===== src/rtl/csa_pipe_addsub.sv =====
`default_nettype none
// ============================================================================
// Module   : csa_pipe_addsub
// Brief    : Pipelined carry-select adder/subtractor with valid/ready handshakes.
// Revision : 1.0
// ============================================================================
module csa_pipe_addsub #(
   parameter int WIDTH  = 32,
   parameter int BLOCK  = 8,
   parameter int STAGES = 2
) (
   input  logic             clk,
   input  logic             rst,
   input  logic             in_valid,
   output logic             in_ready,
   input  logic [WIDTH-1:0] din1,
   input  logic [WIDTH-1:0] din2,
   input  logic             sub,
   input  logic             carry_in,
   output logic             out_valid,
   input  logic             out_ready,
   output logic [WIDTH-1:0] dout,
   output logic             carry_out,
   output logic             overflow,
   output logic             zero
);

   localparam int ST  = (STAGES < 1) ? 1 : STAGES;
   localparam int DIV = ST * BLOCK;
   localparam int SW  = WIDTH / ST;
   localparam int NB  = SW / BLOCK;

   if ((STAGES < 1) || ((WIDTH % DIV) != 0)) begin : g_param_check
      $error("csa_pipe_addsub: WIDTH must be a multiple of STAGES*BLOCK and STAGES >= 1");
   end

   logic             w_adv;
   logic [WIDTH-1:0] w_bx;
   logic             r_ovld;
   logic [WIDTH-1:0] r_dout;
   logic             r_cout;
   logic             r_ovf;
   logic             r_zero;

   // Stall-all: every stage advances together only when the output slot frees up.
   assign w_adv     = !r_ovld || out_ready;
   assign in_ready  = w_adv;
   assign w_bx      = sub ? ~din2 : din2;
   assign out_valid = r_ovld;
   assign dout      = r_dout;
   assign carry_out = r_cout;
   assign overflow  = r_ovf;
   assign zero      = r_zero;

   for (genvar k = 0; k < ST; k++) begin : g_stage
      localparam int RW = WIDTH - k*SW;

      logic [RW-1:0]       w_ain;
      logic [RW-1:0]       w_bin;
      logic [SW-1:0]       w_sum;
      logic [(k+1)*SW-1:0] w_res;
      logic                w_cin;
      logic                w_vin;
      logic                w_cout;
      logic [BLOCK:0]      w_s0;
      logic [BLOCK:0]      w_s1;
      logic [BLOCK:0]      w_sel;
      logic                w_c;

      if (k == 0) begin : g_first
         assign w_ain = din1;
         assign w_bin = w_bx;
         assign w_cin = sub | carry_in;
         assign w_vin = in_valid;
         assign w_res = w_sum;
      end else begin : g_next
         assign w_ain = g_stage[k-1].g_mid.r_a;
         assign w_bin = g_stage[k-1].g_mid.r_b;
         assign w_cin = g_stage[k-1].g_mid.r_c;
         assign w_vin = g_stage[k-1].g_mid.r_vld;
         assign w_res = {w_sum, g_stage[k-1].g_mid.r_res};
      end

      // Group 0 ripples; later groups precompute both carry cases and select.
      always_comb begin
         w_c   = w_cin;
         w_sum = '0;
         w_s0  = '0;
         w_s1  = '0;
         w_sel = '0;
         for (int j = 0; j < NB; j++) begin
            w_s0 = {1'b0, w_ain[j*BLOCK +: BLOCK]} + {1'b0, w_bin[j*BLOCK +: BLOCK]};
            if (j == 0) begin
               w_sel = w_s0 + {{BLOCK{1'b0}}, w_c};
            end else begin
               w_s1  = w_s0 + {{BLOCK{1'b0}}, 1'b1};
               w_sel = w_c ? w_s1 : w_s0;
            end
            w_sum[j*BLOCK +: BLOCK] = w_sel[BLOCK-1:0];
            w_c = w_sel[BLOCK];
         end
         w_cout = w_c;
      end

      if (k < ST-1) begin : g_mid
         logic                r_vld;
         logic [RW-SW-1:0]    r_a;
         logic [RW-SW-1:0]    r_b;
         logic [(k+1)*SW-1:0] r_res;
         logic                r_c;

         always_ff @(posedge clk or posedge rst) begin
            if (rst) begin
               r_vld <= 1'b0;
               r_a   <= '0;
               r_b   <= '0;
               r_res <= '0;
               r_c   <= 1'b0;
            end else if (w_adv) begin
               r_vld <= w_vin;
               r_a   <= w_ain[RW-1:SW];
               r_b   <= w_bin[RW-1:SW];
               r_res <= w_res;
               r_c   <= w_cout;
            end
         end
      end else begin : g_last
         // Carry into the MSB is recovered as a^b^sum at that bit.
         always_ff @(posedge clk or posedge rst) begin
            if (rst) begin
               r_ovld <= 1'b0;
               r_dout <= '0;
               r_cout <= 1'b0;
               r_ovf  <= 1'b0;
               r_zero <= 1'b0;
            end else if (w_adv) begin
               r_ovld <= w_vin;
               if (w_vin) begin
                  r_dout <= w_res;
                  r_cout <= w_cout;
                  r_ovf  <= w_ain[SW-1] ^ w_bin[SW-1] ^ w_sum[SW-1] ^ w_cout;
                  r_zero <= ~|w_res;
               end
            end
         end
      end
   end

endmodule
`default_nettype wire


===== config.mk =====
export PLATFORM = sky130hd
export DESIGN_NAME = csa_pipe_addsub
export DESIGN_NICKNAME = d
export VERILOG_FILES = /design/src/rtl/csa_pipe_addsub.sv
export SDC_FILE = /design/constraint.sdc
export NUM_CORES = 1
export LEC_CHECK = 0
export CAP_MARGIN = 20
export CORE_AREA = 2 2 118 120
export DETAILED_ROUTE_END_ITERATION = 10
export DIE_AREA = 0 0 120 122
export MAX_ROUTING_LAYER = met4
export PLACE_DENSITY = 0.75
export SLEW_MARGIN = 15
export SYNTH_ARGS = -nofsm -noshare
export SYNTH_HDL_FRONTEND = slang
export SYNTH_SLANG_ARGS = --single-unit

===== constraint.sdc =====
create_clock -name clk -period 7.9 [get_ports clk]
set_input_delay 1.58 -clock clk [delete_from_list [all_inputs] [get_ports clk]]
set_output_delay 1.58 -clock clk [all_outputs]
set_load 0.01 [all_outputs]

==> summary.txt <==
Detailed routing
  – Remaining routing DRC violations: 0
  – Number of detailed-routing iterations run before antenna repair: 4
  – Routed wire length: about 11000 um
  – Average via count per standard cell: 4.986
  – DRT iter0 DRCs: 214
  – Remaining number of nets flagged by the antenna check after routing: 0
  – Via count: 3994
  – Detailed-route wire length per cell: 14.18 um

Clock tree
  – Maximum number of buffers from clock root to sink: 2
  – Number of instances resized during post-cts repair: 0
  – # clock sinks: between 80 and 90
  – Number of setup buffers added after CTS: 0
  – Number of hold buffers added after cts: 0
  – Insertion delay to the later sink of the worst-skew pair: 0.34 ns
  – Clock Tree Root: sky130_fd_sc_hd__clkbuf_16
  – H-tree depth reported by CTS: 3
  – CTS tree: built
  – Total clock buffers created by CTS: 9
  – Reg clk slew, reported paths: 0.06 ns

STA
  – Unrepaired setup endpoints after global routing: no
  – Final number of max-transition violations: 0
  – Post-layout minimum cycle time: between 5 and 6 ns
  – Worst max-slew margin expressed relative to the limit: 33.87%
  – Final count of hold timing violations: 0
  – TNS Setup: 0 ns
  – Number of setup violations in the final report: 0
  – Share of the clock period used by the worst path after layout: around 64%
  – Measured slew at the worst slew-check pin: 0.9920 ns
  – Setup skew after layout: ~0.0058 ns
  – Worst hold margin: 0.4788 ns
  – Max Clk Rate: about 200 MHz

Worst hold path
  – Min-Delay Path Class: reg -> reg

Logic synthesis
  – Number of synthesized flops with an enable pin: 0
  – Summed instance area of the synthesized netlist: 5202 um2
  – Yosys warnings: 0
  – Number of standard cells after synthesis: 519
  – Register area share after synthesis: 41.37%
  – Count of state elements after synthesis: 86
  – Commonest register cell after synthesis: sky130_fd_sc_hd__dfrtp_1
  – Share of async-settable or async-resettable flops after synthesis: 100.0%
  – Syn avg cell area: 10.02 um2
  – Number of nets in the synthesized netlist: 627
  – Synth cell types: 57

GRT
  – Overflow after GRT: 0
  – GR Util met1: 20.92%
  – Initial antenna violation count: 0
  – Pin count of the biggest net entering global routing: 91
  – M3 GR Usage: 2.388%
  – GRT Total Usage: 16.58%
  – Wire length of the first global-routing pass: between 15000 and 20000 um
  – Met2 Usage GRT: 26.74%
  – Busiest grt layer: met2
  – Vias in the first global route: 3925

Placement
  – Quantity of I/O buffers inserted on ports: 106
  – Gpl congestion: approximately 0.85
  – Detailed placer's ending HPWL: approximately 8600 um
  – Placed standard-cell area: 6395 um2

Finish
  – Post-Layout Inst Area: 6719 um2
  – Share of post-route cells with drive strength above 1: approximately 10%
  – Synthesis-to-finish area growth: 29.15%
  – Net total in the final layout: 724
  – Core occupancy in the finished layout: 49.75%
  – Total inserted antenna cells: 0

Floorplanning
  – X dimension of the die: 120 um
  – Total die area: approximately 15000 um2
  – Number of top-level pins: 107
  – Core outline area: 13500 um2
  – Cell Rows: between 40 and 50
  – Initial core utilization: 38.52%
  – Die height: ~120 um

Power
  – Leakage power figure: 2.811 nW
  – Largest vdd supply drop: between 0.1 and 0.15 mV
  – Total power divided by cell area: 284.4 nW/um2

Job
  – Number of violations of the max-capacitance limit: 0

Worst setup path
  – Data arrival time of the critical path: 3.49 ns
  – Critical Path Sink Type: output pin
  – Crit Path Max Fanout: 90
  – Setup slack of the worst register-to-register path: 4.53 ns
  – Required time of the worst setup path: 6.32 ns
  – Critical path class: in -> out
  – Startpoint kind of the worst setup timing path: input port

Status
  – Run status: complete, no violations
## area by class of cell
type                    count  area [um2]
multi-input cells         390        2870
flip-flops and latches     86        2152
well taps                 180       225.2
repair buffers            107        1067
clock inverters             3       40.04
clock buffers              13       280.3
fillers                  1248        6785
inverters                  22       83.83
## Yosys cell counts, types with 2 or more instances
master,n,share of area [%]
sky130_fd_sc_hd__nor4b_1,4,0.67
sky130_fd_sc_hd__mux2_2,34,7.4
sky130_fd_sc_hd__ha_1,32,7.7
sky130_fd_sc_hd__a211oi_2,2,0.48
sky130_fd_sc_hd__nand4_1,6,0.72
sky130_fd_sc_hd__buf_1,3,0.22
sky130_fd_sc_hd__clkbuf_1,14,1.0
sky130_fd_sc_hd__nor2b_1,4,0.48
sky130_fd_sc_hd__nand3b_1,2,0.29
sky130_fd_sc_hd__a21oi_1,39,3.8
sky130_fd_sc_hd__xnor2_1,31,5.2
sky130_fd_sc_hd__a211oi_1,5,0.72
sky130_fd_sc_hd__fa_1,6,2.3
sky130_fd_sc_hd__o21a_1,7,1.0
sky130_fd_sc_hd__nor2_1,48,3.5
sky130_fd_sc_hd__o21bai_1,2,0.29
sky130_fd_sc_hd__buf_6,3,0.65
sky130_fd_sc_hd__xor2_1,30,5.1
sky130_fd_sc_hd__nand2b_1,6,0.72
sky130_fd_sc_hd__mux2i_1,2,0.38
sky130_fd_sc_hd__and3_1,3,0.36
sky130_fd_sc_hd__a21boi_0,4,0.58
sky130_fd_sc_hd__nand2_1,38,2.7
sky130_fd_sc_hd__or3b_1,2,0.34
sky130_fd_sc_hd__dfrtp_1,86,41
sky130_fd_sc_hd__o21ai_1,5,0.48
sky130_fd_sc_hd__nor3_1,7,0.67
sky130_fd_sc_hd__and2_1,4,0.48
sky130_fd_sc_hd__a21o_1,2,0.29
sky130_fd_sc_hd__nor3b_1,2,0.29
sky130_fd_sc_hd__o22ai_1,3,0.36
sky130_fd_sc_hd__o21ai_0,30,2.9
sky130_fd_sc_hd__inv_1,22,1.6
sky130_fd_sc_hd__nor4_1,3,0.36
sky130_fd_sc_hd__nand3_1,6,0.58
## stage by stage
stage,instances,setup slack (ns),power (mW)
2_1_floorplan,519,3.203,1.154
3_3_place_gp,785,2.854,1.451
3_5_place_dp,785,2.738,1.481
4_1_cts,801,2.816,1.930
5_1_grt,801,2.681,2.040
6_report,801,2.827,1.911
## worst paths after layout
kind                       startpoint  depth (start not counted)  endpoint
max                         out_ready                          3  in_ready
min                          dout[25]                          2  dout[25]
max reg2reg                 out_valid                          7      zero
min reg2reg                  dout[25]                          2  dout[25]
max in group asynchronous         rst                          3  dout[30]
min in group asynchronous         rst                          3   dout[2]
## critical path, stage by stage
cell and delay (ns):
sky130_fd_sc_hd__clkdlybuf4s50_1 0.46, sky130_fd_sc_hd__nand2b_4 0.70, sky130_fd_sc_hd__clkdlybuf4s50_1 0.69
## state kept, by name, summed over array words and instances, names as in the netlist
| register | flops |
|---|---|
| out_valid | 1 |
| g_stage.g_mid.r_a | 16 |
| g_stage.g_mid.r_b | 16 |
| g_stage.g_mid.r_res | 16 |
| g_stage.g_mid.r_vld | 1 |
| zero | 1 |
| dout | 32 |
| overflow | 1 |
| g_stage.g_mid.r_c | 1 |
| carry_out | 1 |
## where the power goes
part	internal, mW	switching, mW	total, mW
clock network	0.278	0.164	0.442
registers	0.578	0.0862	0.664
logic	0.423	0.382	0.805
total	1.28	0.632	1.91
## metal layers
metal	vias up	routed length [um]
met5	-	0
met4	0	252
met3	15	419
met2	88	5518
met1	1907	5171
li1	1984	-
## cell usage in the layout, fill, tap and decap left out, drive strengths merged, types with 4 or more instances in the layout
cell	synthesis	routed
nor2b	4	4
a211oi	7	7
or2	4	4
nand2	38	38
and2	5	5
nor3	7	7
nand4	7	7
xor2	31	31
and3	4	4
inv	22	21
xnor2	31	31
o21a	7	7
clkbuf	14	13
nand3	6	6
mux2	34	34
nand2b	6	6
ha	32	32
nor2	49	49
a21boi	5	5
a21oi	39	39
nor4b	4	4
fa	6	6
clkdlybuf4s50	0	105
dfrtp	86	86
o21ai	35	35
## kinds of logic (layout without fill, tap and decap cells)
kind of cell	count (synthesis)	after routing	synth area share, %
fa+ha+maj	38	38	10.00
simple gates	146	146	14.07
compound gates	107	107	12.19
xor+xnor	63	63	11.01
buf+inv	43	145	3.608
flops	86	86	41.37
mux	36	36	7.744
Power figures use the tool's default switching activity.
